`src/rtl/rr_stream_arbiter.sv`:
```
// Round-robin arbiter merging NUM_REQ ready/valid streams into one registered output
// stream; a granted requester keeps the output until its last beat is accepted.
module rr_stream_arbiter #(
    parameter int NUM_REQ = 4,
    parameter int WIDTH   = 8,
    parameter int SEL_W   = $clog2(NUM_REQ)
) (
    input  logic                     clock_port,
    input  logic                     reset_port,
    input  logic                     clear,
    input  logic [NUM_REQ*WIDTH-1:0] in_data,
    input  logic [NUM_REQ-1:0]       in_last,
    input  logic [NUM_REQ-1:0]       in_valid,
    output logic [NUM_REQ-1:0]       in_ready,
    output logic [WIDTH-1:0]         output_port_data,
    output logic                     output_port_last,
    output logic [SEL_W-1:0]         output_port_sel,
    output logic                     output_port_valid,
    input  logic                     output_port_ready
);

    typedef enum logic {IDLE, LOCKED} state_e;

    state_e             state_q, state_d;
    logic [SEL_W-1:0]   lock_idx_q, lock_idx_d;
    logic [SEL_W-1:0]   ptr_q, ptr_d;
    logic               out_valid_q;
    logic [WIDTH-1:0]   out_data_q;
    logic               out_last_q;
    logic [SEL_W-1:0]   out_sel_q;

    logic [WIDTH-1:0]   data_arr [NUM_REQ];
    logic [SEL_W-1:0]   cand;
    logic [SEL_W-1:0]   grant_idx;
    logic               grant_valid;
    logic               free;
    logic               accept;

    for (genvar g = 0; g < NUM_REQ; g++) begin : g_unpack
        assign data_arr[g] = in_data[g*WIDTH +: WIDTH];
    end

    assign free   = ~out_valid_q | output_port_ready;
    assign accept = free & ~clear & grant_valid;

    // Output process: grant selection and per-requester ready.
    always_comb begin
        // NOTE: every comb output gets a default first so no path leaves it unassigned (no latch).
        grant_valid = 1'b0;
        grant_idx   = lock_idx_q;
        cand        = '0;
        if (state_q == LOCKED) begin
            grant_valid = in_valid[lock_idx_q];
        end else begin
            // Scan downwards so the requester closest to ptr is the last (winning) assignment.
            for (int k = NUM_REQ - 1; k >= 0; k--) begin
                cand = SEL_W'((int'(ptr_q) + k) % NUM_REQ);
                if (in_valid[cand]) begin
                    grant_valid = 1'b1;
                    grant_idx   = cand;
                end
            end
        end
    end

    // Reset gates ready combinationally so requesters see it drop the moment reset asserts.
    assign in_ready = (free & ~clear & ~reset_port & grant_valid)
                    ? (NUM_REQ'(1) << grant_idx) : '0;

    // Next-state process: packet lock and round-robin pointer.
    always_comb begin
        state_d    = state_q;
        lock_idx_d = lock_idx_q;
        ptr_d      = ptr_q;
        if (accept) begin
            if (in_last[grant_idx]) begin
                state_d = IDLE;
                ptr_d   = (grant_idx == SEL_W'(NUM_REQ - 1)) ? '0 : grant_idx + SEL_W'(1);
            end else begin
                state_d    = LOCKED;
                lock_idx_d = grant_idx;
            end
        end
    end

    // State register plus the registered output beat.
    always_ff @(posedge clock_port or posedge reset_port) begin
        // NOTE: sequential state uses non-blocking assignments so all registers update together.
        if (reset_port) begin
            state_q     <= IDLE;
            lock_idx_q  <= '0;
            ptr_q       <= '0;
            out_valid_q <= 1'b0;
            out_data_q  <= '0;
            out_last_q  <= 1'b0;
            out_sel_q   <= '0;
        end else if (clear) begin
            state_q     <= IDLE;
            ptr_q       <= '0;
            out_valid_q <= 1'b0;
        end else begin
            state_q    <= state_d;
            lock_idx_q <= lock_idx_d;
            ptr_q      <= ptr_d;
            if (accept) begin
                out_valid_q <= 1'b1;
                out_data_q  <= data_arr[grant_idx];
                out_last_q  <= in_last[grant_idx];
                out_sel_q   <= grant_idx;
            end else if (free) begin
                out_valid_q <= 1'b0;
            end
        end
    end

    assign output_port_valid = out_valid_q;
    assign output_port_data  = out_data_q;
    assign output_port_last  = out_last_q;
    assign output_port_sel   = out_sel_q;

endmodule

```
`config.mk`:
```
export PLATFORM = sky130hd
export DESIGN_NAME = rr_stream_arbiter
export DESIGN_NICKNAME = d
export VERILOG_FILES = /design/src/rtl/rr_stream_arbiter.sv
export SDC_FILE = /design/constraint.sdc
export NUM_CORES = 1
export LEC_CHECK = 0
export CAP_MARGIN = 20
export CORE_MARGIN = 10
export CORE_UTILIZATION = 38
export CTS_BUF_LIST = sky130_fd_sc_hd__clkbuf_8
export DETAILED_ROUTE_END_ITERATION = 10
export PLACE_DENSITY_LB_ADDON = 0.25
export SKIP_CTS_REPAIR_TIMING = 1
export SYNTH_ARGS = -nofsm -noshare
export SYNTH_HDL_FRONTEND = slang
export SYNTH_SLANG_ARGS = --single-unit
```
`constraint.sdc`:
```
create_clock -name clock_port -period 2.3 [get_ports clock_port]
set_input_delay 0.345 -clock clock_port [delete_from_list [all_inputs] [get_ports clock_port]]
set_output_delay 0.345 -clock clock_port [all_outputs]
set_load 0.02 [all_outputs]
```
======== Word level (Yosys, flattened, before mapping) ========
Cells that the tools add are included.
word-level totals
  register bits after elaboration ......... 17
  input port bits ......................... 44
  output and inout bits ................... 16
  logic and storage cells ................. 72
cells by class
  $add $sub $neg .......................... 4
  magnitude comparators ................... 7
  eq/ne operators ......................... 1
  shift operators ......................... 1
  multiplexer cells ....................... 36
  bitwise logic cells ..................... 10
  reductions and logical operators ........ 6
operator list
  operator                                                    count
  less-than comparator 2 x 3 -> 1 bit, second input constant  6
  2-to-1 mux 2 bit                                            9
  2-to-1 mux 1 bit                                            17
  binary-select mux 8 bit (select 2 bit)                      1
  2-to-1 mux 8 bit                                            2
  binary-select mux 1 bit (select 2 bit)                      6
  adder 2 x 1 -> 2 bit, second input constant                 2
  adder 2 bit, second input constant                          2
  AND 1 bit                                                   4
  2-to-1 mux 4 bit                                            1
  inverter 1 bit                                              4
  AND reduction 2 bit                                         2
  nonzero test 2 bit                                          2
  left shift 1 x 2 -> 4 bit, first input constant             1
  greater-or-equal comparator 3 bit, second input constant    1
  inverter 2 -> 3 bit                                         1
  AND reduction 3 bit                                         1
  nonzero test 3 bit                                          1
  == test 2 bit, second input constant                        1
  OR 1 bit                                                    1

======== Longest topological paths before layout ========
  word-level depth ........................ 13
  depth in mapped cells ................... 9
  mapped depth without buffers ............ 7

======== Worst setup path after synthesis ========
No wires, ideal clock.
  path kind ............................... flip-flop to output port
  start point ............................. register lock_idx_q[0]
  end point ............................... output port in_ready[0]
  arrival time ............................ 1.996 ns
  required time ........................... 1.955 ns
  setup slack ............................. -0.041 ns
  cell stages (with the launch flop) ...... 7
  path buffers ............................ 1
  cell sequence ........................... dfrtp_1 > mux4_1 > nor2_1 > or4b_2 > clkbuf_1 > nor2_1 > and2_1
on the way
  cells in the longest elaborated chain, start to end .. 7
  elaborated cells between the ends (all ways) .. 11
  classes of those cells .................. shift: 1; mux: 9; bitwise: 1
RTL lines
  what                           line  source
  from (decl)                    25    logic [SEL_W-1:0] lock_idx_q, lock_idx_d;
  from (signal assigned)         103   lock_idx_q <= lock_idx_d;
  2-to-1 mux 2 bit (4 in a row)  58    if (in_valid[cand]) begin
  2-to-1 mux 2 bit               52    if (state_q == LOCKED) begin
  left shift 1 x 2 -> 4 bit      68    ? (NUM_REQ'(1) << grant_idx) : '0;
  2-to-1 mux 4 bit *             68
  to (decl)                      14    output logic [NUM_REQ-1:0] in_ready,
Every way passes the cells marked *; elsewhere a longest branch is shown, timed or not. The select of a mux whose other input is x is not followed.

======== Worst setup path after layout ========
  start point ............................. register ptr_q[1]
  end point ............................... register ptr_q[1]
on the way
  cells in the longest elaborated chain, start to end .. 13
  elaborated cells between the ends (all ways) .. 33
  classes of those cells .................. add/sub: 4; eq/ne: 1; mux: 24; bitwise: 1; reduce/logical: 3
RTL lines
  what                                                   line  source
  from (decl)                                            26    logic [SEL_W-1:0] ptr_q, ptr_d;
  from (signal assigned)                                 104   ptr_q <= ptr_d;
  adder 2 bit                                            57    cand = SEL_W'((int'(ptr_q) + k) % NUM_REQ);
  binary-select mux 1 bit (select 2 bit)                 58
  2-to-1 mux 1 bit (not written as such)                 58
  2-to-1 mux 2 bit (4 in a row)                          58
  2-to-1 mux 2 bit                                       52
  adder 2 x 1 -> 2 bit or == test 2 bit (tied branches)  78    ptr_d = (grant_idx == SEL_W'(NUM_REQ - 1)) ? '0 : grant_idx + SEL_W'(1);
  2-to-1 mux 2 bit                                       78
  2-to-1 mux 2 bit                                       76    if (in_last[grant_idx]) begin
  2-to-1 mux 2 bit                                       75    if (accept) begin
  2-to-1 mux 2 bit                                       97    end else if (clear) begin
Parallel ways exist; a longest one is shown, timed or not. The select of a mux whose other input is x is not followed.
A chain may end at the register's enable or synchronous reset.

==> results.toml <==
[run_status]
outcome = "finished, violations left"
violations = "negative setup slack"

[global_routing]
top_usage_layer = "met2"
gr-usage-met1_pct = 15.4
antenna_found_initial = 0
grt_use_met2_pct = 24.0
grtUsageTotal_pct = 13.2
grt_pass1_wl_um = 6560
overflow = 0
use_met3_pct = 3.11
grt_max_degree = 18
grt_pass1_vias = 1314

[clocking]
h-tree-depth = 1
clk_root_buffer_cell = "clkbuf_8"
cts_tree = "done"
clkLatencyLatePin_ns = 0.25
path_clk_slew_ns = 0.07
cts_buffers = 3
cts.path.max_buffers = 2
clock_sinks = 17

[sta]
setup_violations = 5
finalMaxSlewViolations = 0
worst_slew_pin_slew_ns = 0.660
rsz0062_at_grt = "true"
hold_violations = 0
finalClockSkew_ns = 0.00630
hold_ws_ns = 0.486
period_share_pct = 101
fmax_mhz = 429
fin_ws_ns = -0.0322
slew_headroom_pct = 56.0
finalSetupTns_ns = -0.105
finalCriticalPeriod_ns = 2.33

[yosys]
syn_area_per_cell_um2 = 11.6
syn-num-nets = 157
syn_area_um2 = 1260
ys_seq_elements = 17
synthCells = 109
yosysWarnings = 0
seq_area_frac_synth_pct = 33.7
ys_types = 38

[final_layout]
drive_gt1_share_pct = 39.2
utilization_pct = 71.3
syn2layout_area_growth_pct = 76.4
final_nets = 243
antenna_cells = 0

[critical_path]
slowest_stage = "dfrtp_1"
cpLargestDelayFamily = "multiplexers"
endpoint_kind = "register"
max_stage_delay_ns = 0.40
path_buf_inv = 2
critPathMaxFanout = 10
cp-start-kind = "register"
startpoint = "ptr_q[1]"
crit_arrival_ns = 2.47
reg2reg_from = "ptr_q[1]"
path_class = "reg2reg"
cpMostUsedCell = "a211oi_2"
crit_chain = "mux2_4, a211oi_2, o21ai_2, and2_4, buf_12, mux2i_2, a211oi_2, buf_4, mux2_2"
cp_data_required_time_ns = 2.44

[detailed_routing]
viasPerCell = 5.27
drt-total-wl_um = 4240
antenna_left = 0
routedWlPerCell_um = 17.8
drt_iter0_markers = 42
drt-pass1-iter-count = 4
route.detailed.drc = 0
num_vias = 1254

[min_path]
min_from = "output_port_last"
holdCritPathClass = "reg2reg"

[die]
die_y_um = 77.7
io_pins = 60
die_area_um2 = 6030
start_util_pct = 40.4
die_w_um = 77.7
core_area_um2 = 3130
fp-row-count = 20

[power_and_ir_drop]
powerDensity_nw_per_um2 = 1160
p_leak_nw = 0.996
ir_worst_vdd_uv = 615

[job]
cap_violations = 0

[place]
hpwlAfterDp_um = 3380
gp_congestion = 0.797
io_buffers = 59
-- layout by cell type (no fill, tap or decap), types with 2 or more instances in the layout --
cell	Yosys	layout
a211oi_2	1	2
clkbuf_8	0	3
nor2_1	6	5
and2_2	0	3
mux4_2	6	7
inv_1	10	8
ha_2	0	2
a21oi_1	6	5
nor2b_1	2	2
mux2_4	7	7
ha_1	4	2
clkdlybuf4s50_1	0	51
buf_4	1	22
nand2_1	4	4
dlymetal6s2s_1	0	4
mux4_1	3	2
o21ai_0	7	7
a21boi_1	0	2
inv_2	0	2
a221oi_2	0	2
mux2_2	3	3
mux2i_1	3	2
dfrtp_1	17	17
and2_4	1	2
buf_6	1	8
-- kinds of logic (layout without fill, tap and decap cells) --
logic type,after synthesis,count (layout),share of synthesized area (%)
DFF,17,17,33.7
buffers and inverters,15,100,6.73
adders and majority gates,4,4,3.96
AOI/OAI and AO/OA,26,26,14.4
muxes,22,22,30.3
and+or+nand+nor,25,25,11.0
-- worst reg2reg max path: stages (launching register included) --
cell and delay, ns:
dfrtp_1 0.40, mux2_4 0.31, a211oi_2 0.23, o21ai_2 0.09
and2_4 0.19, buf_12 0.15, mux2i_2 0.17, a211oi_2 0.23
buf_4 0.15, mux2_2 0.31
-- per-layer routing --
metal	vias to the layer above	part of all wire (%)
met4	0	0.52
met2	55	52
li1	574	-
met5	-	0
met3	2	9.0
met1	623	38
-- cell type report --
type,count,area (µm²)
clock buffer,3,41.3
clock inverter,1,5.00
fill,229,898
inverter,10,37.5
multi-input combinational,77,830
sequential,17,425
tap,44,55.1
timing repair buffer,86,836
-- state kept, by name (all words and copies together) (netlist names) --
register / flops
ptr_q: 2
state_q: 1
output_port_sel: 2
output_port_data: 8
output_port_valid: 1
lock_idx_q: 2
output_port_last: 1
-- path summary, 6_finish.rpt --
check,depth (start not counted),end,slack [ns]
hold / removal,1,output_port_last,0.49
min in group asynchronous,2,state_q,0.57
setup reg to reg,9,ptr_q[1],-0.03
hold reg to reg,1,output_port_last,0.49
max in group asynchronous,2,output_port_data[0],1.30
setup / recovery,9,ptr_q[1],-0.03
-- where the power goes --
group          leakage, nW  total, W  switching (W)  internal (W)
Clock               0.0255  0.000227       0.000106      0.000120
Sequential           0.205  0.000537      0.0000934      0.000444
Combinational        0.765   0.00183       0.000801       0.00103
Total                0.996   0.00259        0.00100       0.00159
-- Yosys cell counts, drive strengths merged --
library cell  count  share of area [%]
a211oi            2                1.6
a21boi            2                1.2
a21o              1               0.59
a21oi             6                2.4
a221o             1               0.79
a221oi            2                1.4
and2              5                2.7
and3              1               0.59
buf               4                3.5
clkbuf            1               0.30
dfrtp            17                 34
ha                4                4.0
inv              10                3.0
mux2             10                 11
mux2i             3                2.4
mux4              9                 17
nand2             4                1.2
nand2b            2               0.99
nor2              6                1.8
nor2b             2               0.99
nor3              1               0.40
nor4              1               0.50
o21ai             8                3.5
o21bai            1               0.59
o221ai            2                1.9
o22ai             1               0.50
or2               1               0.50
or2b              1               0.59
or4b              1               0.79
-- stage by stage --
step	power, W	area, µm²	instances	worst slack, ns
floorplan	0.00156	1270	109	0.0196
global placement	0.00216	2060	233	-0.778
detailed placement	0.00220	2060	233	-0.808
CTS	0.00244	2110	237	-0.811
global route	0.00276	2230	238	-0.0993
finish	0.00259	2230	238	-0.0322
(Power assumes the default switching activity.)
